**config.mk**
```make
export PLATFORM = sky130hd
export DESIGN_NAME = mac_vlg_tx
export DESIGN_NICKNAME = d
export VERILOG_FILES = /design/src/rtl/mac_vlg_pkg.sv /design/src/rtl/mac_vlg_crc32.sv /design/src/rtl/mac_vlg_tx.sv
export SDC_FILE = /design/constraint.sdc
export NUM_CORES = 1
export LEC_CHECK = 0
export ABC_AREA = 0
export CAP_MARGIN = 20
export CELL_PAD_IN_SITES_DETAIL_PLACEMENT = 1
export CELL_PAD_IN_SITES_GLOBAL_PLACEMENT = 1
export CORE_ASPECT_RATIO = 1.2
export CORE_UTILIZATION = 44
export CTS_CLUSTER_SIZE = 14
export DETAILED_ROUTE_END_ITERATION = 8
export GPL_TIMING_DRIVEN = 0
export HOLD_SLACK_MARGIN = 0.15
export PLACE_DENSITY_LB_ADDON = 0.1
export RECOVER_POWER = 100
export SLEW_MARGIN = 5
export SYNTH_ARGS = -nofsm -noshare
export SYNTH_HDL_FRONTEND = slang
export SYNTH_SLANG_ARGS = --single-unit
```
**constraint.sdc**
```tcl
create_clock -name clk -period 6.1 [get_ports clk]
set_input_delay 1.22 -clock clk [delete_from_list [all_inputs] [get_ports clk]]
set_output_delay 1.22 -clock clk [all_outputs]
set_load 0.02 [all_outputs]
```
**src/rtl/mac_vlg_pkg.sv**
```systemverilog
// rtl/mac_vlg_pkg.sv - shared types, constants and CRC helper for the MAC transmitter
package mac_vlg_pkg;

    localparam logic [7:0]  SFD           = 8'hD5;
    localparam logic [7:0]  PREAMBLE_BYTE = 8'h55;
    localparam logic [31:0] CRC32_POLY    = 32'h04C11DB7;
    localparam logic [31:0] CRC32_INIT    = 32'hFFFFFFFF;

    typedef enum logic [2:0] {
        IDLE,
        PREAMBLE,
        HEADER,
        PAYLOAD,
        PAD,
        FCS,
        IFG
    } tx_state_e;

    typedef struct packed {
        logic [47:0] dst_mac;
        logic [47:0] src_mac;
        logic [15:0] ethertype;
    } tx_meta_t;

    // LSB-first CRC-32 step over one byte using the bit-reversed polynomial
    function automatic logic [31:0] crc32_byte(input logic [31:0] crc, input logic [7:0] dat);
        logic [31:0] poly_r;
        logic [31:0] c;
        for (int i = 0; i < 32; i++) begin
            poly_r[i] = CRC32_POLY[31-i];
        end
        c = crc ^ {24'h0, dat};
        for (int b = 0; b < 8; b++) begin
            c = c[0] ? ((c >> 1) ^ poly_r) : (c >> 1);
        end
        return c;
    endfunction

endpackage

```
**src/rtl/mac_vlg_crc32.sv**
```systemverilog
// rtl/mac_vlg_crc32.sv - byte-wide reflected CRC-32 accumulator, one byte per cycle
module mac_vlg_crc32
    import mac_vlg_pkg::*;
(
    input  logic        clk,
    input  logic        rst_n,
    input  logic        clr,
    input  logic        val,
    input  logic [7:0]  dat,
    output logic [31:0] crc
);

    logic [31:0] crc_q;
    logic [31:0] crc_d;

    always_comb begin
        crc_d = crc_q;
        if (clr) begin
            crc_d = CRC32_INIT;
        end else if (val) begin
            crc_d = crc32_byte(crc_q, dat);
        end
    end

    always_ff @(posedge clk or negedge rst_n) begin
        if (!rst_n) begin
            crc_q <= CRC32_INIT;
        end else begin
            crc_q <= crc_d;
        end
    end

    assign crc = crc_q;

endmodule

```
**src/rtl/mac_vlg_tx.sv**
```systemverilog
// rtl/mac_vlg_tx.sv - Ethernet MAC transmitter: preamble, header, payload, pad, FCS, IFG
module mac_vlg_tx
    import mac_vlg_pkg::*;
#(
    parameter int IFG_LEN      = 12,
    parameter int PREAMBLE_LEN = 7,
    parameter int MIN_PAYLOAD  = 46,
    parameter int MTU          = 1500
) (
    input  logic        clk,
    input  logic        rst_n,
    input  logic        mac_rdy,
    input  logic        mac_strm_val,
    input  logic [7:0]  mac_strm_dat,
    input  logic        mac_strm_sof,
    input  logic        mac_strm_eof,
    input  tx_meta_t    mac_meta,
    output logic        mac_req,
    output logic        mac_ack,
    output logic        mac_done,
    output logic [7:0]  phy_dat,
    output logic        phy_val,
    output logic        phy_err
);

    localparam logic [3:0] HDR_LAST = 4'd13;
    localparam logic [3:0] IFG_LAST = 4'(IFG_LEN - 1);

    tx_state_e    state_q, state_d;
    logic [3:0]   cnt_q, cnt_d;
    logic [10:0]  pay_cnt_q, pay_cnt_d;
    logic [3:0]   ifg_cnt_q, ifg_cnt_d;
    logic [111:0] hdr_q, hdr_d;
    logic         crc_clr, crc_val;
    logic [31:0]  crc;
    logic [31:0]  fcs;
    logic         unused_sof;

    // Frame start is known from the req handshake, so sof carries no extra information
    assign unused_sof = mac_strm_sof;
    assign fcs        = ~crc;

    mac_vlg_crc32 u_crc (
        .clk   (clk),
        .rst_n (rst_n),
        .clr   (crc_clr),
        .val   (crc_val),
        .dat   (phy_dat),
        .crc   (crc)
    );

    always_comb begin
        state_d   = state_q;
        cnt_d     = cnt_q;
        pay_cnt_d = pay_cnt_q;
        ifg_cnt_d = (ifg_cnt_q != IFG_LAST) ? ifg_cnt_q + 4'd1 : ifg_cnt_q;
        hdr_d     = hdr_q;
        phy_dat   = 8'h00;
        phy_val   = 1'b0;
        phy_err   = 1'b0;
        mac_req   = 1'b0;
        mac_ack   = 1'b0;
        mac_done  = 1'b0;
        crc_clr   = 1'b0;
        crc_val   = 1'b0;

        case (state_q)
            IDLE: begin
                if (mac_rdy && ifg_cnt_q == IFG_LAST) begin
                    state_d = PREAMBLE;
                    cnt_d   = 4'd0;
                    hdr_d   = mac_meta;
                end
            end
            PREAMBLE: begin
                phy_val = 1'b1;
                crc_clr = 1'b1;
                mac_ack = (cnt_q == 4'd0);
                if (cnt_q == 4'(PREAMBLE_LEN)) begin
                    phy_dat = SFD;
                    state_d = HEADER;
                    cnt_d   = 4'd0;
                end else begin
                    phy_dat = PREAMBLE_BYTE;
                    cnt_d   = cnt_q + 4'd1;
                end
            end
            HEADER: begin
                phy_val = 1'b1;
                phy_dat = hdr_q[111:104];
                crc_val = 1'b1;
                hdr_d   = hdr_q << 8;
                if (cnt_q == HDR_LAST) begin
                    mac_req   = 1'b1;
                    state_d   = PAYLOAD;
                    pay_cnt_d = 11'd0;
                end else begin
                    cnt_d = cnt_q + 4'd1;
                end
            end
            PAYLOAD: begin
                phy_val = 1'b1;
                phy_dat = mac_strm_dat;
                // Underflow or a byte beyond MTU: mark the cycle as an error and skip the FCS
                if (!mac_strm_val || pay_cnt_q == 11'(MTU)) begin
                    phy_err   = 1'b1;
                    state_d   = IFG;
                    ifg_cnt_d = 4'd0;
                end else begin
                    crc_val   = 1'b1;
                    pay_cnt_d = pay_cnt_q + 11'd1;
                    if (mac_strm_eof) begin
                        state_d = (pay_cnt_q < 11'(MIN_PAYLOAD - 1)) ? PAD : FCS;
                        cnt_d   = 4'd0;
                    end else begin
                        mac_req = 1'b1;
                    end
                end
            end
            PAD: begin
                phy_val   = 1'b1;
                crc_val   = 1'b1;
                pay_cnt_d = pay_cnt_q + 11'd1;
                if (pay_cnt_q == 11'(MIN_PAYLOAD - 1)) begin
                    state_d = FCS;
                    cnt_d   = 4'd0;
                end
            end
            FCS: begin
                phy_val = 1'b1;
                case (cnt_q[1:0])
                    2'd0:    phy_dat = fcs[7:0];
                    2'd1:    phy_dat = fcs[15:8];
                    2'd2:    phy_dat = fcs[23:16];
                    default: phy_dat = fcs[31:24];
                endcase
                if (cnt_q == 4'd3) begin
                    mac_done  = 1'b1;
                    state_d   = IFG;
                    ifg_cnt_d = 4'd0;
                end else begin
                    cnt_d = cnt_q + 4'd1;
                end
            end
            IFG: begin
                // The IDLE cycle that follows supplies the last idle cycle of the gap
                if (ifg_cnt_q == 4'(IFG_LEN - 2)) begin
                    state_d = IDLE;
                end
            end
            default: state_d = IDLE;
        endcase
    end

    always_ff @(posedge clk or negedge rst_n) begin
        if (!rst_n) begin
            state_q   <= IDLE;
            cnt_q     <= 4'd0;
            pay_cnt_q <= 11'd0;
            ifg_cnt_q <= IFG_LAST;
            hdr_q     <= '0;
        end else begin
            state_q   <= state_d;
            cnt_q     <= cnt_d;
            pay_cnt_q <= pay_cnt_d;
            ifg_cnt_q <= ifg_cnt_d;
            hdr_q     <= hdr_d;
        end
    end

endmodule

```
==> results of run 1 <==
-- metal layers --
| layer | track usage [%] | vias to the layer above |
|---|---|---|
| met2 | 50.9 | 157 |
| met1 | 33.3 | 3859 |
| li1 | - | 3646 |
| met4 | 12.3 | 0 |
| met3 | 3.51 | 46 |
| met5 | 0 | - |
-- worst reg2reg max path, stage by stage (launching register included) --
cell and delay, ps:
dfrtp_1 420, ha_1 260, clkbuf_1 270, clkbuf_1 340, a2111oi_0 1000, o22ai_4 170
xor2_1 860, xnor2_1 430, xnor2_1 420, xnor2_1 190, a21oi_1 90
-- report_power, final --
group	leakage, nW	switching [mW]	internal (mW)	total [mW]
Combinational	2.29	2.51	1.75	4.26
Clock	0.288	0.516	0.582	1.10
Sequential	1.77	0.347	1.66	2.01
-- cells in the mapped netlist (2+ instances only) --
library cell | number | share of area [%]
nor2_1 | 185 | 7.9
nand2_1 | 157 | 6.7
dfrtp_1 | 131 | 37
a31oi_1 | 57 | 4.0
o22ai_1 | 50 | 3.6
clkbuf_1 | 48 | 2.0
a21oi_1 | 36 | 2.0
dfstp_2 | 35 | 10
xnor2_1 | 33 | 3.3
nor3_1 | 29 | 1.6
xor2_1 | 29 | 2.9
nor2b_1 | 25 | 1.8
nand3_1 | 20 | 1.1
o21ai_0 | 13 | 0.74
inv_1 | 12 | 0.51
ha_1 | 9 | 1.3
nand2b_1 | 9 | 0.64
buf_1 | 8 | 0.34
a22oi_1 | 6 | 0.51
buf_2 | 6 | 0.34
xnor2_4 | 6 | 1.9
xor2_4 | 6 | 1.9
mux2_2 | 5 | 0.64
o21ai_1 | 5 | 0.28
xnor2_2 | 5 | 0.92
and3_1 | 4 | 0.28
nor4_1 | 4 | 0.28
o22ai_2 | 3 | 0.43
or4_1 | 3 | 0.26
a2111oi_0 | 2 | 0.20
a2111oi_2 | 2 | 0.34
a21o_1 | 2 | 0.17
a32o_2 | 2 | 0.26
and2_1 | 2 | 0.14
nand3b_1 | 2 | 0.17
nand4_1 | 2 | 0.14
or3_1 | 2 | 0.14
xor2_2 | 2 | 0.37
-- how the worst min path moves through the flow --
stage | cells after the start | slack (ps) | startpoint | to
detailed placement | 2 | 480 | hdr_q[107]$_DFFE_PN0P_ | hdr_q[107]$_DFFE_PN0P_
global placement | 2 | 470 | hdr_q[107]$_DFFE_PN0P_ | hdr_q[107]$_DFFE_PN0P_
global route | 2 | 510 | hdr_q[6]$_DFFE_PN0P_ | hdr_q[6]$_DFFE_PN0P_
CTS | 2 | 500 | hdr_q[107]$_DFFE_PN0P_ | hdr_q[107]$_DFFE_PN0P_
finish | 2 | 490 | hdr_q[107]$_DFFE_PN0P_ | hdr_q[107]$_DFFE_PN0P_
floorplan | 2 | 460 | hdr_q[105]$_DFFE_PN0P_ | hdr_q[105]$_DFFE_PN0P_
-- flip-flops by register name (all words and copies together) (netlist names) --
signal and flops:
cnt_q 4, hdr_q 112, ifg_cnt_q 4, pay_cnt_q 11, state_q 3, u_crc.crc 32
-- metrics by stage --
step                      cells  area, sq um  setup TNS (ps)  utilization (%)  power (mW)
after floorplan             977         8810               0                -        5.43
after global placement     1375        10500         -466830             53.7        6.44
after CTS                  1408        11100               0             56.9        7.76
after global routing       1408        10900               0             55.9        7.89
final                      1408        10900               0             55.9        7.37
after detailed placement   1376        10500               0             53.9        6.60
-- cells by family (layout without fill, tap and decap cells) --
kind of cell	Yosys count	count (layout)	share of synthesized area [%]
compound gates	188	188	13.7
xor+xnor	81	81	11.2
fa+ha+maj	9	9	1.28
buf+inv	74	244	3.24
flops	166	166	47.7
mux	6	6	0.753
simple gates	453	453	22.2
-- final cells by class --
cell class	count	area share [%]
flip-flops and latches	166	38.4
multi-input cells	737	37.8
repair buffers	138	12.8
clock buffers	17	3.89
well taps	261	2.99
plain buffers	62	2.19
clock inverters	15	1.47
inverters	12	0.412
==> flow_summary.ini, run 1 <==
[worst_setup_path]
max_stage_delay_ps = 1000
cpMostUsedCell = clkbuf_1
crit_required_ps = 4880
cp-startpoint = cnt_q[0]$_DFFE_PN0P_
critPathTopFamily = buffers and inverters
cp-endpoint = phy_dat[2]
worstReg2RegStart = cnt_q[0]$_DFFE_PN0P_
worst-path-max-fanout = 10
start_kind = flip-flop
timing.rr.end = u_crc.crc[19]$_DFFE_PN1P_
cp_cell_sequence = ha_1, clkbuf_1, clkbuf_1, a2111oi_0, o22ai_4, dlygate4sd3_1
cp.arrival_ps = 3590
rr_worst_depth = 10
slowest_stage = a2111oi_0
worstSetupEndpointType = primary output
regToRegSetupSlack_ps = 1580
crit_buf_inv = 3
path_depth = 6
criticalPathCategory = reg -> out

[floorplanning]
die_h_um = 157
pin_count = 139
core_area_sq_um = 19500
row_count = 56
die_area_sq_um = 20600
die_w_um = 131
start_util_pct = 45.1

[detailed_routing]
top_layer = met4
drc = 0
routed_wl_um = 27400
wl_met3_um = 706
via_per_inst = 5.47
drtIter0Drc = 368
wl_per_cell_um = 19.5
drt_pass1_iterations = 4
met2_length_um = 14300
num_vias = 7708
ant_nets = 0
wl_met1_um = 11500

[cells_and_area]
layout.cells.most_common_list = 185 x nor2_1, 157 x nand2_1, 131 x dfrtp_1
nNetsFinal = 1269
drive_gt1_share_pct = 8.11
multi_input_area_sq_um = 4130
syn_to_final_growth_pct = 24.1
diodes = 0
fill_cells = 2263
seq_area_sq_um = 4200
final_common_cell = nor2_1

[cts]
cts_hold_buf = 0
clk_pin_slew_worst_paths_ps = 70
cts_max_path_buffers = 2
cts_tree = yes
clock_sinks = 166
numCtsBuffers = 17
postCtsSetupBuffers = 0
clk_latency_ps = 440
htree_levels = 4
cts-root-buf = clkbuf_16
cts_resized = 0

[place]
dp_slack_ps = 1900
dpl.hpwl_um = 19900
finalWeightedCongestion = 0.847
io_buffers = 137

[timing]
hold_viol_final = 0
skew_ps = 13.2
setup_viol = 0
fin_crit_sh_pct = 78.8
fmax_ghz = 0.208
fin_crit_ps = 4810
setup_ws_ps = 1290
slew_violations = 0
worstMarginPinSlew_ps = 1300
rsz0062_at_grt = no
hold_ws_ps = 492
relSlewSlack_pct = 12.2

[synth]
synth_fp_nets = 1112
async_reset_ff_share_pct = 100
synth_seq_cells = 166
syn_inst = 977
synth_area_per_cell_sq_um = 9.01
synth_edf_count = 0
netlist-cell-type-count = 58
synth_area_sq_um = 8810
yosys_warnings = 0
ys_seq_area_share_pct = 47.7
ys.flop_type = dfrtp_1

[global_routing]
antenna_found_initial = 0
grt_usage_pct = 28.0
grt_pass1_vias = 8361
overflow = 0
grt_first_pass_wirelength_um = 44300
grt_start_max_net_pins = 93

[pwr]
power_density_nw_per_um2 = 674
ir_drop_v = 0.000296
leakagePower_nw = 4.35

[hold_path]
hold_class = reg -> reg

[run]
cap_viol_max_count = 0

[outcome]
status = finished, final reports clean
Note: power is estimated with default switching activity, not from simulation.
==> run 2, diff against run 1 <==
Settings changed: CORE_UTILIZATION 44 to 37.
Clock period 6.1 ns to 4.27 ns, I/O delays scaled along.
==> run 2 against run 1 <==
  * The flow now finishes with violations (capacitance limit, slew limit)
  * First-iteration DRC count shrank 33%
  * Sequential share of layout area shrank 0.37 points
  * Worst hold slack is essentially flat
  * Clock power grew 49%
  * Total power grew 45%
  * Critical endpoint is now phy_dat[4]
  * Highest routed layer unchanged
==> flow_summary.ini, run 2 (synthesized netlist as in run 1, its figures left out) <==
[pwr]
p_seq_share_pct = 26.7
swShare_pct = 44.7
power_switching_mw = 4.79
internal_power_mw = 5.92
power_density_nw_per_um2 = 970
ir_drop_v = 0.000605
leakagePower_nw = 4.36
p_comb_share_pct = 58.0
p_clk_share_pct = 15.3
p_total_mw = 10.7

[place]
finalWeightedCongestion = 0.846
io_buffers = 137
dp_slack_ps = 380
dpl.hpwl_um = 20200
dp.cells = 1430

[worst_setup_path]
worstSetupEndpointType = primary output
cp_cell_sequence = ha_1, clkbuf_1, clkbuf_1, a2111oi_0, o22ai_2, dlygate4sd3_1
slowest_stage = dlygate4sd3_1
start_kind = flip-flop
cp-startpoint = cnt_q[0]$_DFFE_PN0P_
worstReg2RegStart = cnt_q[0]$_DFFE_PN0P_
max_stage_delay_ps = 700
cp.arrival_ps = 3240
cpMostUsedCell = clkbuf_1
criticalPathCategory = reg -> out
crit_required_ps = 3420
worst-path-max-fanout = 10

[global_routing]
grt_usage_pct = 24.2
antenna_found_initial = 0
overflow = 0
grt_start_max_net_pins = 92
grt_pass1_vias = 8118
grt_first_pass_wirelength_um = 44800

[detailed_routing]
drc = 0
drtIter0Drc = 245
wl_per_cell_um = 18.8
routed_wl_um = 27500
drt_pass1_iterations = 6
via_per_inst = 5.22
ant_nets = 0
num_vias = 7626

[cells_and_area]
syn_to_final_growth_pct = 25.3
fill_cells = 2760
final_common_cell = nor2_1
layout.cells.most_common_list = 183 x nor2_1, 157 x nand2_1, 131 x dfrtp_1
instances_no_fill = 1462
diodes = 0
largest_reg_flops = 112
nNetsFinal = 1269
largest-register = hdr_q
drive_gt1_share_pct = 8.28

[floorplanning]
die_w_um = 143
start_util_pct = 37.8
die_area_sq_um = 24400
core_area_sq_um = 23300
pin_count = 139
row_count = 61
die_h_um = 171

[hold_path]
hold_class = reg -> reg
hp-start = hdr_q[109]$_DFFE_PN0P_

[timing]
fin_crit_ps = 4090
relSlewSlack_pct = -61.6
rsz0062_at_grt = no
worstMarginPinSlew_ps = 2420
hold_viol_final = 0
setup_ws_ps = 176
fin_crit_sh_pct = 95.9
fmax_ghz = 0.244
setup_viol = 0
slew_violations = 92
skew_ps = 17.7

[outcome]
violations = capacitance limit, slew limit
status = finished, violations left

[cts]
cts-root-buf = clkbuf_16
clk_latency_ps = 430
cts_max_path_buffers = 2
htree_levels = 4
cts_hold_buf = 0
clk_pin_slew_worst_paths_ps = 70
numCtsBuffers = 17
clock_sinks = 166
cts_tree = yes

[run]
cap_viol_max_count = 1
[run 2: layer usage]
metal  track usage (%)  wire length [um]  vias to the layer above
met3              3.36               713                       35
met2              42.2             13900                      138
met5                 0                 0                        -
li1                  -                 -                     3647
met1              30.7             12200                     3806
met4              7.85               674                        0
[run 2: power groups by stage]
stage	clock [mW]	combinational, mW	sequential [mW]
6_report	1.64	6.21	2.85
5_1_grt	1.73	6.89	2.94
4_1_cts	1.68	6.59	2.88
3_5_place_dp	0	6.51	2.89
3_3_place_gp	0	6.37	2.88
2_1_floorplan	0	5.02	2.73
[run 2: worst max-delay path: cells and delay by family, from the launching register on]
family / cells / cell delay (ps)
AOI/OAI and AO/OA: 2 / 750
buffers and inverters: 3 / 1360
DFF: 1 / 440
adders and majority gates: 1 / 270
[run 2: final timing paths]
kind / endpoint / slack, ps / depth (start not counted)
min: hdr_q[109]$_DFFE_PN0P_ / 490 / 2
min in group asynchronous: pay_cnt_q[9]$_DFFE_PN0P_ / 1150 / 1
min reg2reg: hdr_q[109]$_DFFE_PN0P_ / 490 / 2
max: phy_dat[4] / 180 / 6
max reg2reg: u_crc.crc[21]$_DFFE_PN1P_ / 270 / 10
max in group asynchronous: hdr_q[45]$_DFFE_PN0P_ / 840 / 2
[run 2: what timing repair did]
| action | 4_1_cts | 5_1_grt |
|---|---|---|
| resized for setup | 1 | 1 |
| pin swaps | 0 | 0 |
| setup endpoints to repair | 1 | 1 |
| buffers inserted | 0 | 0 |
[run 2: per-stage QoR]
stage	instance area (sq um)	util (%)	setup TNS (ps)	hold WS, ps
3_3_place_gp	10600	45.4	-741760	477
4_1_cts	11200	48.2	0	472
6_report	11000	47.4	0	492
5_1_grt	11000	47.4	0	521
2_1_floorplan	8810	-	0	462
3_5_place_dp	10600	45.6	0	485
[run 2: final cells by class]
type                       count  area [sq um]  share of cell area (%)
buffer                        62           238                    2.15
clock buffer                  18           429                    3.89
clock inverter                14           188                    1.70
inverter                      12          45.0                   0.408
multi-input combinational    737          4170                    37.8
sequential                   166          4200                    38.1
tap                          315           394                    3.57
timing repair buffer         138          1370                    12.5
